### src/rtl/fxp_argmax_stream.sv
// fxp_argmax_stream
// Streaming signed max/min tracker. Consumes one frame of LEN two's complement
// samples over a valid/ready stream and reports the extreme sample together with
// its 0-based position in the frame. The first occurrence wins on ties.
// The Q parameter documents the fixed-point format only. The comparison works on raw
// two's complement words, so the binary point never matters.
module fxp_argmax_stream #(
  parameter int N     = 16,
  parameter int Q     = 12,
  parameter int LEN   = 8,
  parameter int IDX_W = ($clog2(LEN) > 1) ? $clog2(LEN) : 1
) (
  input  logic             clk,
  input  logic             rst,
  input  logic             mode,
  input  logic             in_valid,
  output logic             in_ready,
  input  logic [N-1:0]     in_data,
  output logic             out_valid,
  input  logic             out_ready,
  output logic [N-1:0]     out_val,
  output logic [IDX_W-1:0] out_idx,
  output logic             busy
);

  // Reject parameter sets the datapath cannot represent.
  if (LEN < 1 || N < 2 || Q < 0 || Q > N) begin : g_bad_params
    $error("fxp_argmax_stream: illegal parameter set");
  end

  typedef enum logic [1:0] {
    S_IDLE  = 2'd0,
    S_ACCUM = 2'd1,
    S_HOLD  = 2'd2
  } state_e;

  localparam logic [IDX_W-1:0] LAST_POS = IDX_W'(LEN - 1);

  state_e           state_q, state_d;
  logic [IDX_W-1:0] cnt_q, cnt_d;
  logic [N-1:0]     best_q, best_d;
  logic [IDX_W-1:0] idx_q, idx_d;
  logic             mode_q, mode_d;
  logic [N-1:0]     out_val_q, out_val_d;
  logic [IDX_W-1:0] out_idx_q, out_idx_d;

  logic beat;
  logic win;

  // Signed greater-than: if the sign bits differ, the operand with the clear sign bit is larger.
  // Otherwise the magnitude bits compare as unsigned.
  function automatic logic signed_gt(input logic [N-1:0] a, input logic [N-1:0] b);
    if (a[N-1] != b[N-1]) begin
      return b[N-1];
    end
    return (a[N-2:0] > b[N-2:0]);
  endfunction

  assign in_ready  = (state_q != S_HOLD);
  assign out_valid = (state_q == S_HOLD);
  assign busy      = (state_q != S_IDLE);
  assign out_val   = out_val_q;
  assign out_idx   = out_idx_q;
  assign beat      = in_valid && in_ready;

  // Next-state and datapath update; the frame mode is the one latched on beat 0.
  always_comb begin
    state_d   = state_q;
    cnt_d     = cnt_q;
    best_d    = best_q;
    idx_d     = idx_q;
    mode_d    = mode_q;
    out_val_d = out_val_q;
    out_idx_d = out_idx_q;
    win       = 1'b0;

    case (state_q)
      S_IDLE: begin
        if (beat) begin
          best_d = in_data;
          idx_d  = '0;
          cnt_d  = IDX_W'(1);
          mode_d = mode;
          if (LEN == 1) begin
            // A single-sample frame is its own result.
            state_d   = S_HOLD;
            out_val_d = in_data;
            out_idx_d = '0;
          end else begin
            state_d = S_ACCUM;
          end
        end
      end

      S_ACCUM: begin
        if (beat) begin
          // A strict compare means an equal later sample never displaces the earlier one.
          win = mode_q ? signed_gt(best_q, in_data) : signed_gt(in_data, best_q);
          if (win) begin
            best_d = in_data;
            idx_d  = cnt_q;
          end
          cnt_d = cnt_q + IDX_W'(1);
          if (cnt_q == LAST_POS) begin
            state_d   = S_HOLD;
            cnt_d     = '0;
            out_val_d = win ? in_data : best_q;
            out_idx_d = win ? cnt_q : idx_q;
          end
        end
      end

      S_HOLD: begin
        if (out_ready) begin
          state_d = S_IDLE;
        end
      end

      default: begin
        state_d = S_IDLE;
      end
    endcase
  end

  // State and datapath registers. Reset discards any partial frame or pending result.
  always_ff @(posedge clk) begin
    if (rst) begin
      state_q   <= S_IDLE;
      cnt_q     <= '0;
      best_q    <= '0;
      idx_q     <= '0;
      mode_q    <= 1'b0;
      out_val_q <= '0;
      out_idx_q <= '0;
    end else begin
      state_q   <= state_d;
      cnt_q     <= cnt_d;
      best_q    <= best_d;
      idx_q     <= idx_d;
      mode_q    <= mode_d;
      out_val_q <= out_val_d;
      out_idx_q <= out_idx_d;
    end
  end

endmodule

### config.mk
export PLATFORM = sky130hd
export DESIGN_NAME = fxp_argmax_stream
export DESIGN_NICKNAME = d
export VERILOG_FILES = /design/src/rtl/fxp_argmax_stream.sv
export SDC_FILE = /design/constraint.sdc
export NUM_CORES = 1
export LEC_CHECK = 0
export ABC_AREA = 1
export BUFFER_PORTS_ARGS = -buffer_cell sky130_fd_sc_hd__buf_2
export CORE_ASPECT_RATIO = 0.5
export CORE_UTILIZATION = 51
export CTS_CLUSTER_DIAMETER = 50
export DETAILED_ROUTE_END_ITERATION = 7
export PLACE_DENSITY = 0.71
export SKIP_CTS_REPAIR_TIMING = 1
export SLEW_MARGIN = 10
export SYNTH_ARGS = -nofsm -noshare
export SYNTH_HDL_FRONTEND = slang
export SYNTH_SLANG_ARGS = --single-unit
export TNS_END_PERCENT = 5
### constraint.sdc
create_clock -name clk -period 5.1 [get_ports clk]
set_clock_uncertainty 0.2 [all_clocks]
set_input_delay 0.765 -clock clk [delete_from_list [all_inputs] [get_ports clk]]
set_output_delay 0.765 -clock clk [all_outputs]
set_load 0.02 [all_outputs]
-- Yosys cells after proc, flatten, opt, wreduce, memory -nomap -nowiden
Cells that the tools add are included.
- output and inout bits: 22
- input bits: 21
- flip-flop bits (word level): 44
- word-level logic and storage cells: 60
- reduce and logical (&&, ||, !) cells: 8
- multiplexer cells: 32
- order comparisons: 2
- equal/unequal tests: 10
- add/subtract/negate cells: 1
- operator list (operator ; count):
    two-way mux 16 bit ; 3
    one-hot mux 16 bit (2 select lines) ; 1
    > comparator 15 bit ; 2
    two-way mux 3 bit ; 6
    two-way mux 1 bit ; 15
    one-hot mux 3 bit (2 select lines) ; 2
    two-way mux 2 bit ; 4
    != test 2 bit (second input constant) ; 4
    one-hot mux 2 bit (3 select lines) ; 1
    AND reduction 3 bit ; 2
    AND reduction 4 bit ; 1
    nonzero test 2 bit ; 2
    adder 3 x 1 -> 3 bit (second input constant) ; 1
    == test 3 bit (second input constant) ; 1
    == test 2 x 1 -> 1 bit (second input constant) ; 1
    == test 2 bit (second input constant) ; 1
    logical NOT 2 bit ; 1
    != test 1 bit ; 2
    != test 2 x 1 -> 1 bit (second input constant) ; 1
    AND reduction 2 bit ; 1
    logical AND 1 bit ; 1

-- Longest topological paths before layout
Gate-level depths: netlist of run 1.
- word-level depth: 11
- gate-level depth with buffers: 18
- depth with buffers taken out: 17

-- Worst setup path before layout of run 1
No wires, ideal clock.
- path type: input port to flip-flop
- start point: input in_data[14]
- end point: register best_q[0]
- data required time: 4791 ps
- path slack: 2685 ps
- stages: 14
- data arrival time: 2106 ps
- setup time: 109 ps
- path buffers: 1
- cell sequence: ha_1 -> nand2_1 -> inv_1 -> nand2_1 -> nand2_1 -> a21oi_1 -> nand3_1 -> nand3_2 -> buf_2 -> nand3_1 -> nand3_1 -> nand3_1 -> nand2_1 -> inv_1
- cells in the longest elaborated chain, start to end: 8
- elaborated cells between the ends (all ways): 12
- classes of those cells: 2 x order compare; 10 x mux
- ends and longest elaborated chain (element ; RTL line ; RTL):
    start, declared ; 18 ; input logic [N-1:0] in_data,
    > comparator 15 bit ; 56 ; return (a[N-2:0] > b[N-2:0]);
    two-way mux 1 bit ; 56 ;
    two-way mux 1 bit ; 96 ; if (beat) begin
    two-way mux 1 bit ; 77 ; case (state_q)
    two-way mux 1 bit (*) ; 98 ; win = mode_q ? signed_gt(best_q, in_data) : signed_gt(in_data, best_q);
    two-way mux 16 bit (*) (2 in series) ; -- ;
    one-hot mux 16 bit (2 select lines) (*) ; -- ;
    end signal, assigned ; 138 ; best_q <= best_d;
    end, declared ; 41 ; logic [N-1:0] best_q, best_d;
Mark *: on every way between the ends. The rest lies on a longest branch, timed or not. The select of a mux whose other input is x is not followed.
A chain may end at the register's enable or synchronous reset.

-- Worst setup path after layout of run 1
- start point: input in_data[14]
- end point: register best_q[9]
The elaborated chain is that of the path after synthesis.

==> results.json, run 1 <==
{
  "status": "finished clean",
  "antenna_cells": 0,
  "htreeDepth": 2,
  "stdcell_count": 530,
  "root_buffer": "clkbuf_8",
  "die_w_microns": 106.8,
  "worst_ep_required_time_ns": 5.10,
  "numCtsBuffers": 5,
  "drt.antenna.violating_nets": 0,
  "drcViolationCount": 0,
  "yosys_warnings": 0,
  "worst_pin_slew_ns": 1.176,
  "die_y_microns": 54.39,
  "fmax_mhz": 325.2,
  "drive_above_1_share_pct": 14.78,
  "min_period_ns": 3.075,
  "grt_pass1_wl_microns": 10340,
  "antenna_found_initial": 0,
  "first_global_vias": 2288,
  "power.density_mw_per_mm2": 268.7,
  "grt_util_all_layers_pct": 23.08,
  "seqCellArea_sq_um": 880.8,
  "setup_viol": 0,
  "placementRows": 18,
  "fin_nets": 498,
  "vias": 2665,
  "switching_share_pct": 35.35,
  "fillers": 519,
  "initialDrtViolationCount": 146,
  "rsz0062_at_grt": "false",
  "min_period_over_period_pct": 60.30,
  "dr.pass1.iters": 4,
  "yosysTopAreaCell": "dfxtp_1",
  "core_sq_mm": 0.005090,
  "synth_top_area_share_pct": 31.47,
  "clk_path_buf_depth": 2,
  "synth_common_cells": "92 x inv_1, 92 x nand2_1, 49 x nand3_1, 44 x dfxtp_1, 36 x o21ai_0",
  "seq_power_share_pct": 45.1,
  "crit_path_end_kind": "flip-flop",
  "critPathMaxFanout": 21,
  "path_clk_slew_ns": 0.08,
  "grt_overflow": 0,
  "grt_start_max_net_pins": 37,
  "synthCells": 429,
  "drt-vias-per-instance": 5.028,
  "dpl.cell_count": 523,
  "cts_sinks": 44,
  "initial_core_util_pct": 54.99,
  "ys.flop_type": "dfxtp_1",
  "cts_tree": "built",
  "dp_hpwl_microns": 4584,
  "start_kind": "primary input",
  "drv_cap": 0,
  "p_comb_share_pct": 29.3,
  "worstSetupPathType": "in -> reg",
  "drt-total-wl_microns": 6416,
  "p_switching_mw": 0.2913,
  "synth.lib_cells_used.distinct": 23,
  "cellInternalPower_mw": 0.5328,
  "gp_congestion": 0.8793,
  "synthArstFlopShare_pct": 0,
  "portBuffers": 42,
  "power_leakage_nw": 1.784,
  "slew_viol_final": 0,
  "ys_top_cells_by_area": "dfxtp_1 31%, inv_1 12%, nand2_1 12%",
  "clock_latency_ns": 0.30,
  "syn-cell-area_sq_mm": 0.002799,
  "crit_arrival_ns": 3.07,
  "synth_fp_nets": 467,
  "hold_violations": 0,
  "avgSynthCellArea_sq_um": 6.524,
  "synth_edf_count": 0,
  "ios": 43,
  "wl_per_cell_microns": 12.11,
  "slew_headroom_pct": 21.53,
  "p_clk_share_pct": 25.7,
  "holdCritPathClass": "reg -> reg",
  "die_area_sq_mm": 0.005806,
  "ys_ff_latch": 44,
  "fin_tns_setup_ns": 0,
  "peakVddDrop_v": 0.0001110,
  "seq_area_frac_synth_pct": 31.47,
  "syn_to_final_growth_pct": 9.566,
  "multi_input_comb_area_sq_mm": 0.001458
}
[layer usage]
metal / wire, microns / vias to the layer above / GRT usage, %
met2: 3001 / 77 / 42.04
met5: 0 / - / 0
met3: 447 / 7 / 6.071
met4: 60 / 0 / 5.023
met1: 2907 / 1187 / 28.21
li1: - / 1394 / -
[cell usage in the layout (no fill, tap or decap), types with 2 or more instances in the layout]
cell and n:
inv_1 92, nand2_1 92, nand3_1 49, dfxtp_1 44, buf_2 42, o21ai_0 36, a21oi_1 20, nor2_1 17
ha_1 17, a21o_1 15, nand2_2 12, nand3b_1 5, clkbuf_8 5, nor2_2 3, nor2_4 2, inv_2 2
o211ai_1 2
[logic make-up after synthesis]
| logic type | share of synthesized area (%) |
|---|---|
| AND/OR/NAND/NOR | 29.24 |
| XOR/XNOR | 0.3130 |
| adder cells (fa/ha/maj) | 7.957 |
| buffers and inverters | 16.45 |
| AO/OA/AOI/OAI | 14.57 |
| flip-flops | 31.47 |
[worst max-delay path: stages]
cell	delay [ns]
buf_2	0.11
ha_1	0.29
nand2_1	0.10
nor2_2	0.14
inv_1	0.05
nor2_1	0.10
nand2_1	0.07
nand3_1	0.08
nand3_2	0.35
nand2_2	0.58
nand2_1	0.13
nand3_1	0.10
nand3_1	0.07
nand2_1	0.08
inv_1	0.03
[stage by stage]
| stage | power (mW) | util, % | cell area [sq um] | setup WS (ns) | hold slack (ns) |
|---|---|---|---|---|---|
| CTS | 0.8297 | 60.25 | 3067 | 2.042 | 0.2732 |
| finish | 0.8241 | 60.25 | 3067 | 2.025 | 0.2664 |
| floorplan | 0.5721 | - | 2799 | 2.685 | 0.2444 |
| global placement | 0.6079 | 58.73 | 2989 | 1.803 | 0.2574 |
| detailed placement | 0.6169 | 58.73 | 2989 | 1.732 | 0.2604 |
| global route | 0.8777 | 60.25 | 3067 | 1.750 | 0.2905 |
[power by group through the flow]
stage | clock network, mW | registers [mW] | logic [mW]
floorplan | 0 | 0.376 | 0.196
global placement | 0 | 0.378 | 0.230
detailed placement | 0 | 0.379 | 0.237
CTS | 0.218 | 0.372 | 0.240
global route | 0.230 | 0.374 | 0.274
finish | 0.212 | 0.371 | 0.241
[flip-flops by register name (all words and copies together), names as in the netlist]
signal and cells:
best_q 16, cnt_q 3, idx_q 3, mode_q 1, out_idx 3, out_val 16, state_q 2
[cell type report]
class                           count  area share (%)
Multi-Input combinational cell    273           47.53
Tap cell                           70           2.856
Timing Repair Buffer               42           6.854
Clock buffer                        6           2.366
Sequential cell                    44           28.72
Inverter                           94           11.51
Clock inverter                      1          0.1632
[path summary, 6_finish.rpt]
path	startpoint	end	slack, ns	cells past startpoint
worst min-delay path	out_idx[1]	out_idx[1]	0.27	2
worst max register to register	state_q[0]	out_val[15]	2.18	7
worst max-delay path	in_data[14]	best_q[9]	2.02	15
worst min register to register	out_idx[1]	out_idx[1]	0.27	2
(Power assumes the default switching activity.)
==> run 2: changes to the inputs <==
==> constraint.sdc (replaced) <==
create_clock -name clk -period 3 [get_ports clk]
set_clock_uncertainty 0.2 [all_clocks]
set_input_delay 0.45 -clock clk [delete_from_list [all_inputs] [get_ports clk]]
set_output_delay 0.45 -clock clk [all_outputs]
set_load 0.02 [all_outputs]
==> run 2 against run 1 <==
Compared with the run above:
- routed wire length shrank 0.72%
- combinational power grew 73%
- sequential cell count is the same
- design area grew 2.9%
- clock power grew to 2.5 times the previous value
- utilization grew 1.7 points
- power grew 92%
- hold slack lost 0.076 ns
- die area is the same
- largest power group unchanged
==> results.json, run 2 (synthesis gave the netlist of run 1 again) <==
{
  "status": "finished clean",
  "die_w_microns": 106.8,
  "clk_path_buf_depth": 2,
  "pre_cts_ws_ns": 0.3295,
  "grt_overflow": 0,
  "utilization_pct": 62.00,
  "p_switching_mw": 0.4979,
  "grt_start_max_net_pins": 36,
  "fin_nets": 503,
  "slew_headroom_pct": 42.24,
  "peakVddDrop_v": 0.0002485,
  "seq_power_share_pct": 40.0,
  "vias": 2724,
  "critPathMaxFanout": 20,
  "multi_input_comb_area_sq_mm": 0.001458,
  "die_area_sq_mm": 0.005806,
  "critical_path.cell_chain": "inv_1 > ha_1 > nand2_1 > nor2_1 > nand2_1 > nor2_1 > a21oi_1 > nand2_1 > nand2_2 > nand2_2 > nand2_1 > nand3_1 > nand3_1 > nand2_1 > inv_1",
  "rrSetupSlack_ns": 0.52,
  "cts_tree": "built",
  "hold_violations": 0,
  "clock_latency_ns": 0.30,
  "hp-start": "mode",
  "crit_path_end_kind": "flip-flop",
  "rsz0062_at_grt": "false",
  "crit_arrival_ns": 2.48,
  "worst_ep_required_time_ns": 3.00,
  "hold_end": "mode_q",
  "r2r-start": "best_q[6]",
  "worst_hold_slack_ns": 0.1906,
  "grt_pass1_wl_microns": 10240,
  "first_global_vias": 2416,
  "path_clk_slew_ns": 0.08,
  "worstSetupPathType": "reg -> reg",
  "drv_cap": 0,
  "switching_share_pct": 31.53,
  "grt_util_all_layers_pct": 23.01,
  "dr.pass1.iters": 5,
  "total_power_mw": 1.579,
  "slew_viol_final": 0,
  "cts_sinks": 44,
  "path_common_cell": "nand2_1",
  "whs_path_depth": 3,
  "placementRows": 18,
  "numCtsBuffers": 5,
  "p_clk_share_pct": 33.7,
  "reg2reg_to": "best_q[10]",
  "root_buffer": "clkbuf_8",
  "worst_path_max_delay_cell": "nand2_2",
  "wl_per_cell_microns": 11.91,
  "drt-vias-per-instance": 5.092,
  "drt-total-wl_microns": 6370,
  "initial_core_util_pct": 54.99,
  "core_sq_mm": 0.005090,
  "drcViolationCount": 0,
  "cellInternalPower_mw": 1.081,
  "worst_pin_slew_ns": 0.8655,
  "initialDrtViolationCount": 115,
  "htreeDepth": 2,
  "min_period_ns": 2.482,
  "die_y_microns": 54.39,
  "setup_viol": 0,
  "gp_congestion": 0.8478,
  "fmax_mhz": 403.0,
  "power_leakage_nw": 1.832,
  "holdCritPathClass": "in -> reg",
  "syn_to_final_growth_pct": 12.74,
  "min_period_over_period_pct": 82.72,
  "seqCellArea_sq_um": 880.8,
  "drive_above_1_share_pct": 15.91,
  "reg2regPathDepth": 15,
  "ios": 43,
  "dp_hpwl_microns": 4629,
  "antenna_found_initial": 0,
  "final_cell_mix": "92 x inv_1, 92 x nand2_1, 49 x nand3_1, 44 x dfxtp_1, 42 x buf_2",
  "fillers": 498,
  "antenna_cells": 0,
  "fin_ws_ns": 0.5184,
  "max_stage_delay_ns": 0.39,
  "power.density_mw_per_mm2": 500.5,
  "p_comb_share_pct": 26.3,
  "crit_start": "best_q[6]",
  "fin_tns_setup_ns": 0,
  "portBuffers": 42,
  "drt.antenna.violating_nets": 0,
  "start_kind": "flip-flop"
}
run 2: cell types whose count changed in the layout (fill, tap and decap cells not counted), sizes merged:
cell    previous run  this run
bufinv             0         2
buf               42        47
clkinv             1         0
clkbuf             6         5
run 2: area by class of cell:
cell class / count / area share (%)
Clock inverter: 2 / 1.903
Sequential cell: 44 / 27.91
Clock buffer: 5 / 2.181
Tap cell: 70 / 2.776
Inverter: 94 / 11.18
Timing Repair Buffer: 47 / 7.851
Multi-Input combinational cell: 273 / 46.19
run 2: worst max path at each step:
stage	to	slack (ns)	cells after the start
finish	best_q[10]	0.52	15
global placement	best_q[10]	0.44	16
global route	best_q[10]	0.23	15
detailed placement	best_q[10]	0.33	16
floorplan	best_q[0]	0.90	14
CTS	best_q[10]	0.50	16
run 2: critical path: cells and delay by family, from the launching register on:
kind | cells | cell delay [ns]
simple gates | 11 | 1.35
flops | 1 | 0.35
fa+ha+maj | 1 | 0.30
buf+inv | 2 | 0.12
compound gates | 1 | 0.07
run 2: routing by layer:
metal | GRT usage [%] | routed length (microns) | vias to the layer above
li1 | - | - | 1396
met1 | 26.15 | 2953 | 1248
met2 | 43.01 | 2924 | 69
met3 | 5.595 | 384 | 11
met4 | 9.817 | 107 | 0
met5 | 0 | 0 | -
run 2: per-stage QoR:
stage,area (sq um),cells
3_5_place_dp,3027,528
2_1_floorplan,2799,429
3_3_place_gp,3027,528
4_1_cts,3156,535
6_report,3156,535
5_1_grt,3156,535
run 2: power by group through the flow:
stage | Sequential, mW | Clock [mW] | Combinational (mW)
2_1_floorplan | 0.640 | 0 | 0.333
3_3_place_gp | 0.643 | 0 | 0.400
3_5_place_dp | 0.645 | 0 | 0.415
4_1_cts | 0.631 | 0.543 | 0.417
5_1_grt | 0.635 | 0.565 | 0.475
6_report | 0.632 | 0.532 | 0.416
